==> config.mk <==
export PLATFORM = sky130hd
export DESIGN_NAME = pc_fetch_sequencer
export DESIGN_NICKNAME = d
export VERILOG_FILES = /design/src/rtl/pc_fetch_sequencer.sv
export SDC_FILE = /design/constraint.sdc
export NUM_CORES = 1
export LEC_CHECK = 0
export ABC_AREA = 1
export CAP_MARGIN = 0
export CORE_ASPECT_RATIO = 1.4
export CORE_MARGIN = 2
export CORE_UTILIZATION = 30
export CTS_BUF_LIST = sky130_fd_sc_hd__clkbuf_16
export DETAILED_ROUTE_END_ITERATION = 10
export GPL_TIMING_DRIVEN = 1
export SETUP_SLACK_MARGIN = 0.5
export SLEW_MARGIN = 20
export SYNTH_ARGS = -nofsm -noshare
export SYNTH_HDL_FRONTEND = slang
export SYNTH_SLANG_ARGS = --single-unit
==> constraint.sdc <==
create_clock -name clk -period 4.31 [get_ports clk]
set_input_delay 0.6465 -clock clk [delete_from_list [all_inputs] [get_ports clk]]
set_output_delay 0.6465 -clock clk [all_outputs]
set_load 0.02 [all_outputs]
==> src/rtl/pc_fetch_sequencer.sv <==
//==============================================================================
// Module   : pc_fetch_sequencer
// Purpose  : Owns the PC, issues one instruction fetch at a time and hands the
//            returned word to decode. Optional macro: PC_FETCH_MISALIGN_CHECK_EN
// Revision : 1.0 - initial release
//==============================================================================
`default_nettype none

module pc_fetch_sequencer #(
    parameter logic [31:0] RESET_PC = 32'h0000_0000,
    parameter int          ADDR_W   = 32
) (
    input  logic              clk,
    input  logic              reset,
    input  logic              redirect_valid,
    input  logic [ADDR_W-1:0] redirect_addr,
    input  logic              stall,
    output logic              fetch_valid,
    output logic [ADDR_W-1:0] fetch_pc,
    input  logic              fetch_ready,
    input  logic [31:0]       mem_rdata,
    input  logic              mem_rvalid,
    output logic [31:0]       instr_out,
    output logic [ADDR_W-1:0] instr_pc,
    output logic              instr_valid,
    output logic [ADDR_W-1:0] pc_plus4,
    output logic              misaligned_err
);

    localparam logic [ADDR_W-1:0] c_PC_STEP = ADDR_W'(4);

    typedef enum logic [2:0] {
        S_IDLE    = 3'd0,
        S_REQ     = 3'd1,
        S_WAIT    = 3'd2,
        S_HOLD    = 3'd3,
        S_DISCARD = 3'd4
    } state_t;

    state_t            state_q;
    logic [ADDR_W-1:0] pc_q;
    logic [ADDR_W-1:0] issued_pc_q;
    logic              fetch_valid_q;
    logic [31:0]       instr_out_q;
    logic [ADDR_W-1:0] instr_pc_q;
    logic              instr_valid_q;

    logic              redir_take_d;
    logic [ADDR_W-1:0] redir_pc_d;

`ifdef PC_FETCH_MISALIGN_CHECK_EN
    logic misaligned_err_q;

    // A misaligned redirect is dropped entirely; only the error flag records it.
    assign redir_take_d = redirect_valid && (redirect_addr[1:0] == 2'b00);
    assign redir_pc_d   = redirect_addr;

    always_ff @(posedge clk or posedge reset) begin
        if (reset) begin
            misaligned_err_q <= 1'b0;
        end else if (redirect_valid && (redirect_addr[1:0] != 2'b00)) begin
            misaligned_err_q <= 1'b1;
        end
    end

    assign misaligned_err = misaligned_err_q;
`else
    logic unused_addr_lsbs;

    assign redir_take_d     = redirect_valid;
    assign redir_pc_d       = {redirect_addr[ADDR_W-1:2], 2'b00};
    assign unused_addr_lsbs = ^redirect_addr[1:0];
    assign misaligned_err   = 1'b0;
`endif

    assign pc_plus4 = pc_q + c_PC_STEP;

    always_ff @(posedge clk or posedge reset) begin
        if (reset) begin
            state_q       <= S_IDLE;
            pc_q          <= RESET_PC;
            issued_pc_q   <= RESET_PC;
            fetch_valid_q <= 1'b0;
            instr_out_q   <= 32'h0;
            instr_pc_q    <= '0;
            instr_valid_q <= 1'b0;
        end else begin
            case (state_q)
                S_IDLE: begin
                    state_q       <= S_REQ;
                    fetch_valid_q <= 1'b0;
                    instr_valid_q <= 1'b0;
                    if (redir_take_d) pc_q <= redir_pc_d;
                end
                S_REQ: begin
                    // Decode consumes a delivered word in the first REQ cycle.
                    instr_valid_q <= 1'b0;
                    if (fetch_valid_q && fetch_ready) begin
                        issued_pc_q   <= pc_q;
                        fetch_valid_q <= 1'b0;
                        if (redir_take_d) begin
                            pc_q    <= redir_pc_d;
                            state_q <= S_DISCARD;
                        end else begin
                            state_q <= S_WAIT;
                        end
                    end else if (redir_take_d) begin
                        pc_q          <= redir_pc_d;
                        fetch_valid_q <= 1'b0;
                    end else begin
                        fetch_valid_q <= 1'b1;
                    end
                end
                S_WAIT: begin
                    instr_valid_q <= 1'b0;
                    if (redir_take_d) begin
                        pc_q    <= redir_pc_d;
                        state_q <= mem_rvalid ? S_REQ : S_DISCARD;
                    end else if (mem_rvalid) begin
                        instr_out_q   <= mem_rdata;
                        instr_pc_q    <= issued_pc_q;
                        instr_valid_q <= 1'b1;
                        pc_q          <= pc_plus4;
                        state_q       <= stall ? S_HOLD : S_REQ;
                    end
                end
                S_HOLD: begin
                    if (redir_take_d) begin
                        pc_q          <= redir_pc_d;
                        instr_valid_q <= 1'b0;
                        state_q       <= S_REQ;
                    end else if (!stall) begin
                        instr_valid_q <= 1'b0;
                        state_q       <= S_REQ;
                    end
                end
                S_DISCARD: begin
                    instr_valid_q <= 1'b0;
                    if (redir_take_d) pc_q <= redir_pc_d;
                    if (mem_rvalid) state_q <= S_REQ;
                end
                default: begin
                    state_q       <= S_IDLE;
                    fetch_valid_q <= 1'b0;
                    instr_valid_q <= 1'b0;
                end
            endcase
        end
    end

    assign fetch_valid = fetch_valid_q;
    assign fetch_pc    = pc_q;
    assign instr_out   = instr_out_q;
    assign instr_pc    = instr_pc_q;
    assign instr_valid = instr_valid_q;

endmodule

`default_nettype wire

# After elaboration in Yosys (flattened, before gate mapping)
# Cells that the tools add are included.
# W data, S select, Z words.
word_totals:
  input_bits: 70
  ff_bits: 133
op_classes:
  n_eq_ne: 9
  mux: 22
  n_reduce_logical: 9
  n_bitwise: 1
  addsub: 1
op_table:
  columns: ["op", "count"]
  rows:
  - ["$mux W32", 3]
  - ["$pmux W32 S2", 1]
  - ["$add A32 B3 Y32 const B", 1]
  - ["$mux W3", 8]
  - ["$pmux W3 S5", 1]
  - ["$eq A3 B2 Y1 const B", 2]
  - ["$mux W1", 6]
  - ["$ne A3 B3 Y1 const B", 2]
  - ["$reduce_and A3 Y1", 2]
  - ["$ne A2 B2 Y1 const B", 2]
  - ["$pmux W1 S2", 2]
  - ["$reduce_and A4 Y1", 1]
  - ["$reduce_or A4 Y1", 1]
  - ["$eq A3 B1 Y1 const B", 1]
  - ["$eq A3 B3 Y1 const B", 1]
  - ["$logic_not A3 Y1", 1]
  - ["$reduce_or A3 Y1", 1]
  - ["$mux W2", 1]
  - ["$ne A2 B1 Y1 const B", 1]
  - ["$reduce_and A2 Y1", 1]
  - ["$reduce_bool A2 Y1", 1]
  - ["$logic_and A1 B1 Y1", 1]
  - ["$not A1 Y1", 1]

# Logic depth before layout (Yosys ltp)
logic_depth:
  ltp_word: 4
  depth_mapped: 10

# Least setup slack after synthesis
# Ideal clock, no wire load.
synth_timing:
  path_kind: "reg-to-output"
  startpoint: "register pc_q[3], in the netlist fetch_pc[3]"
  endpoint: "output port pc_plus4[12]"
  arrival_ns: 1.622
  path_buffers: 0
  slack_ns: 2.041
  path_stages_with_launch: 7
  path_cell_list: "dfrtp_1 > ha_1 > nand3_2 > nor2_1 > nand2_1 > xor2_1 > inv_1"
synth_via:
  elab_chain_cells: 1
synth_lines:
  columns: ["item", "line_no", "rtl"]
  rows:
  - ["start: declaration", "41", "logic [ADDR_W-1:0] pc_q;"]
  - ["start signal: assignment", "93", "if (redir_take_d) pc_q <= redir_pc_d;"]
  - ["start signal: assignment", "102", "pc_q <= redir_pc_d;"]
  - ["start signal: assignment", "108", "pc_q <= redir_pc_d;"]
  - ["$add A32 B3 Y32", "76", "assign pc_plus4 = pc_q + c_PC_STEP;"]
  - ["end: declaration", "26", "output logic [ADDR_W-1:0] pc_plus4,"]
# No other way between the ends.

# Worst setup path in the final report
# Same ends and word-level chain as after synthesis.

==> out/metrics.csv <==
metric;value;unit
Final GP Congestion;0.8937;
Die H;174.4;um
status;finished clean;
Synth Register Bits;127;
Syn Area/Cell;8.581;um2
Startpoint Class;flop;
CTS tree;done;
cts repair resizes;0;
Area Overhead vs Synth;43.16;%
multi-input logic area;2668;um2
power density over the cells;792.0;nW/um2
antenna diode count;0;
# fillers;2028;
I/O pin count;201;
clock buffer depth;2;
Max Fclk;287.2;MHz
GRT Total Usage;16.75;%
count of different cell masters after synthesis;32;
total CTS buffers;17;
Post-Layout Inst Area;8906;um2
Core Footprint;20400;um2
number of H-tree levels;4;
DIE AREA;21920;um2
CP max FO;6;
via/cell ratio;4.490;
slowest stage cell, crit path;clkdlybuf4s50_1;
placed cell areas;8361;um2
clk slew on worst S/H paths;0.06;ns
Arr. time, crit path;2.84;ns
yosys warns;0;
GRT overflow;0;
FP Rows;62;
Static Leak;4.090;nW
largest stage delay on the critical path;0.61;ns
Final Hold Fails;0;
DR pass1 iterations;5;
Max IR drop VDD;0.3046;mV
RSZ-0062 raised after global routing;no;
vias;5321;
crit path cell chain;ha_1, nand3_2, nor2_1, nand2_1, xor2_1, inv_1, clkdlybuf4s50_1;
Crit. End Element;output port;
ys flop type;dfrtp_1;
commonest non-fill, non-tap cell in the layout;nand2_1;
drt first-iter violations;303;
setup TNS;0;ns
number of antenna violations at the first check in global routing;0;
hpwl dp;13800;um
Detail Route Antenna Nets;0;
Final nets;988;
Starting Density;30.49;%
I/O Buffers;191;
vias in the first global route;5145;
Final Critical Period;3.482;ns
first-pass GRT wire length;28620;um
Clock Latency Late Sink;0.41;ns
clock net sink count;127;
Worst-Margin Slew;0.8158;ns
commonest cells after routing, fill and taps aside;224 x nand2_1, 191 x clkdlybuf4s50_1, 127 x dfrtp_1;
Post-synth ARST share;100.0;%
DRC;0;
Hold Buf Count CTS;0;
Seq/Total Area, Yosys;51.09;%
post-CTS setup buffers;0;
layout cell share with drive strength beyond 1;11.63;%
synthesized netlist cell count;725;
Max Cap Viol;0;
clock skew;0.01258;ns
final cycle utilization of the critical path;80.79;%
largest net degree at the start of global routing;63;
Power Total;7.053;mW
WL final;18350;um
Layout Utilization;43.65;%
routed len/inst;15.48;um
chip width;125.7;um
kind of critical path;flop to output port;
Hold WC Path Type;flop to flop;
EDFF count, synth;0;
register area;3178;um2
CP required;3.66;ns
Final Setup Violations;0;
Post-Syn Area;6221;um2
CTS root buf;clkbuf_16;
max-slew violations;0;
relative slew slack;45.41;%
==> sequential cells by signal (all words and copies together), names as in the netlist <==
signal       cells
fetch_pc        30
instr_valid      1
state_q          3
issued_pc_q     30
instr_out       32
instr_pc        30
fetch_valid      1
==> metal layers <==
layer | track usage (%) | up-vias | routed length [um]
li1 | - | 2694 | -
met1 | 20.32 | 2465 | 7722
met2 | 29.93 | 146 | 9640
met3 | 2.647 | 16 | 676
met4 | 5.880 | 0 | 309
met5 | 0 | - | 0
==> power by group <==
group	switching, mW	internal, mW	leakage (nW)
Clock	0.544	0.787	0.253
Combinational	1.94	1.57	2.26
Sequential	0.464	1.74	1.58
==> cells by family (layout without fill, tap and decap cells) <==
family / after synthesis / count (layout) / synth area share, %
xor+xnor: 9 / 9 / 1.267
mux: 57 / 57 / 10.86
flops: 127 / 127 / 51.09
simple gates: 381 / 381 / 24.78
buf+inv: 88 / 286 / 6.597
fa+ha+maj: 1 / 1 / 0.2011
other cells: 1 / 7 / 0.06028
compound gates: 61 / 61 / 5.149
==> final cells by class <==
class,count,share of cell area (%)
clock buffers,17,4.777
well taps,256,3.597
multi-input cells,516,29.95
flip-flops and latches,127,35.68
clock inverters,14,1.349
inverters,57,2.445
repair buffers,198,22.20
==> critical path, delay by kind of cell, from the launching register on <==
kind          cells  cell delay [ns]
simple gates      3             0.76
fa+ha+maj         1             0.35
buf+inv           2             0.68
xor+xnor          1             0.18
flops             1             0.45
==> path summary, 6_finish.rpt <==
kind,start,to,slack [ns],cells past startpoint
setup / recovery,fetch_pc[3],pc_plus4[12],0.83,7
hold / removal,issued_pc_q[21],issued_pc_q[21],0.48,2
setup reg to reg,state_q[1],instr_pc[31],2.20,7
hold reg to reg,issued_pc_q[21],issued_pc_q[21],0.48,2
max in group asynchronous,reset,fetch_pc[18],2.71,3
min in group asynchronous,reset,instr_out[29],0.72,2
==> cells in the mapped netlist (2+ instances only) <==
library cell | count | share of area, %
nand2_1 | 224 | 14
dfrtp_1 | 127 | 51
nor2_1 | 102 | 6.2
inv_1 | 54 | 3.3
mux2_2 | 48 | 8.7
o21ai_0 | 45 | 3.6
nand3_1 | 38 | 3.1
buf_2 | 10 | 0.80
mux2_4 | 9 | 2.2
xor2_1 | 9 | 1.3
buf_4 | 8 | 0.97
clkbuf_1 | 8 | 0.48
a21oi_1 | 6 | 0.48
buf_6 | 5 | 0.91
nand4_1 | 4 | 0.40
o21ai_1 | 4 | 0.32
or2_2 | 4 | 0.40
inv_2 | 3 | 0.18
o211ai_1 | 3 | 0.36
nand3_2 | 2 | 0.32
==> stage by stage <==
stage	worst slack [ns]	std cells	hold slack (ns)
2_1_floorplan	2.041	731	0.4492
3_3_place_gp	1.241	1154	0.4616
3_5_place_dp	1.226	1154	0.4727
4_1_cts	0.7729	1185	0.4873
5_1_grt	0.6476	1185	0.5080
6_report	0.8280	1185	0.4800
Power figures use the tool's default switching activity.
==> RTL edit: new RTL, config.mk and constraints unchanged <==
Change the parameter `ADDR_W` from 32 to 40.
--- a/src/rtl/pc_fetch_sequencer.sv
+++ b/src/rtl/pc_fetch_sequencer.sv
@@ -8,7 +8,7 @@
 
 module pc_fetch_sequencer #(
     parameter logic [31:0] RESET_PC = 32'h0000_0000,
-    parameter int          ADDR_W   = 32
+    parameter int          ADDR_W   = 40
 ) (
     input  logic              clk,
     input  logic              reset,
Interface: changed (resized fetch_pc, instr_pc, pc_plus4 and redirect_addr); port bits go from 201 to 233. The function was not compared with the original's and may differ.
==> RTL edit against the unedited design <==
Synthesized area rose by 19%; sequential power rose by 19%; sequential cell count grew 24; wire length up 20%; setup slack better by 0.080 ns; hold slack better by 0.0012 ns; cell area rose by 18%; total power rose by 19%; critical endpoint is now pc_plus4[39].
==> RTL edit: results <==
[power]
p_leak_nw = 4.828
ir_drop_mv = 0.3503

[final_layout]
drive_gt1_frac = 0.1234
final_nets = 1111
diodes = 0

[drt]
wl_met3_mm = 1.239
detail_route.first_pass.iterations = 7
avgViaCountPerCell = 4.558
wl_met1_mm = 9.334
met2_length_mm = 10.86
drt_wl_total_mm = 22.05
drt_iter0_markers = 288

[synthesis]
async_reset_ff_frac = 1.000
synth_common_cells = nand2_1 (215), dfrtp_1 (151), nor2_1 (101)
ys_seq_area_frac = 0.5114
synth_area_leaders = dfrtp_1 (51%), nand2_1 (11%), mux2_4 (5.9%)
synth_ff_type = dfrtp_1

[sta]
max_slew.worst_pin.slew_ns = 0.9369
skew_ns = 0.009751

[critical_path]
cp_top_family = simple AND/OR/NAND/NOR gates
critPathMaxFanout = 8
cpPeakStageDelay_ns = 0.63
critical_path_arrival_ns = 2.76

[clock_network]
clock_path_buffers = 2
clk_pin_slew_ns = 0.06
cts_max_level = 4
cts_buffers = 17
clk_latency_ns = 0.43

[global_routing]
grt_pass1_wl_mm = 34.18
grt_max_degree = 89
grt_pass1_vias = 6157
grt_use_total = 0.1741
antenna_found_initial = 0

[placed_design]
gp_congestion = 0.8954
hpwlAfterDp_mm = 16.44
port_buffers = 223

[status]
status = completed
[RTL edit: changes by cell type after synthesis, moves of 7 or more]
cell | before | now
a21oi_1 | 6 | 30
mux2_2 | 48 | 36
o21ai_0 | 45 | 57
buf_2 | 10 | 17
dfrtp_1 | 127 | 151
nand2_1 | 224 | 215
mux2_4 | 9 | 29
[RTL edit: logic make-up (layout without fill, tap and decap cells)]
| logic type | after synthesis | after routing | synth area share |
|---|---|---|---|
| AO/OA/AOI/OAI | 110 | 110 | 0.07739 |
| buffers and inverters | 98 | 321 | 0.06283 |
| XOR/XNOR | 16 | 16 | 0.02100 |
| multiplexers | 65 | 65 | 0.1138 |
| other | 1 | 7 | 0.0005076 |
| flip-flops | 151 | 151 | 0.5114 |
| adder cells (fa/ha/maj) | 1 | 1 | 0.001693 |
| AND/OR/NAND/NOR | 374 | 374 | 0.2113 |
[RTL edit: power breakdown]
part,switching (W),internal (W),total (W),leakage [nW]
Combinational,0.00231,0.00187,0.00418,2.63
Sequential,0.000579,0.00206,0.00264,1.89
Clock,0.000618,0.000973,0.00159,0.305
Total,0.00350,0.00490,0.00841,4.83
[RTL edit: worst paths after layout]
kind                                                to  slack, ns                startpoint  depth (start not counted)
min reg2reg                   instr_pc[17]$_DFFE_PP0P_       0.48  instr_pc[17]$_DFFE_PP0P_                          2
max                                       pc_plus4[39]       0.91   fetch_pc[4]$_DFFE_PP0P_                          7
min                           instr_pc[17]$_DFFE_PP0P_       0.48  instr_pc[17]$_DFFE_PP0P_                          2
min in group asynchronous     instr_out[2]$_DFFE_PP0P_       0.69                     reset                          2
max reg2reg                issued_pc_q[22]$_DFFE_PP0P_       1.81    state_q[2]$_DFFE_PP0P_                          7
max in group asynchronous     instr_out[7]$_DFFE_PP0P_       2.73                     reset                          3
[RTL edit: through the flow]
step	area, sq um	std cells	hold slack [ns]	setup slack, ns
3_5_place_dp	9884	1328	0.4667	1.335
3_3_place_gp	9884	1328	0.4601	1.359
5_1_grt	10510	1360	0.5001	0.6787
4_1_cts	10510	1360	0.4825	0.8623
6_report	10510	1360	0.4812	0.9080
2_1_floorplan	7415	822	0.4492	1.761
[RTL edit: cell type report]
class | instances | area [sq um]
inverters | 60 | 229.0
clock inverters | 15 | 201.4
multi-input cells | 573 | 3181
well taps | 315 | 394.1
repair buffers | 229 | 2302
fillers | 2415 | 13910
flip-flops and latches | 151 | 3779
clock buffers | 17 | 425.4
[RTL edit: per-layer routing]
layer,global-route usage,vias to the layer above
li1,-,3052
met1,0.2138,2915
met2,0.2915,200
met3,0.04130,32
met4,0.07091,0
met5,0,-
[RTL edit: worst register-to-register path: stages, from the launching register on]
cell	delay, ns
dfrtp_1	0.44
inv_1	0.10
nand2_1	0.11
nor2_1	0.25
nand3_2	0.77
buf_4	0.54
nand2_1	0.09
o21ai_0	0.08
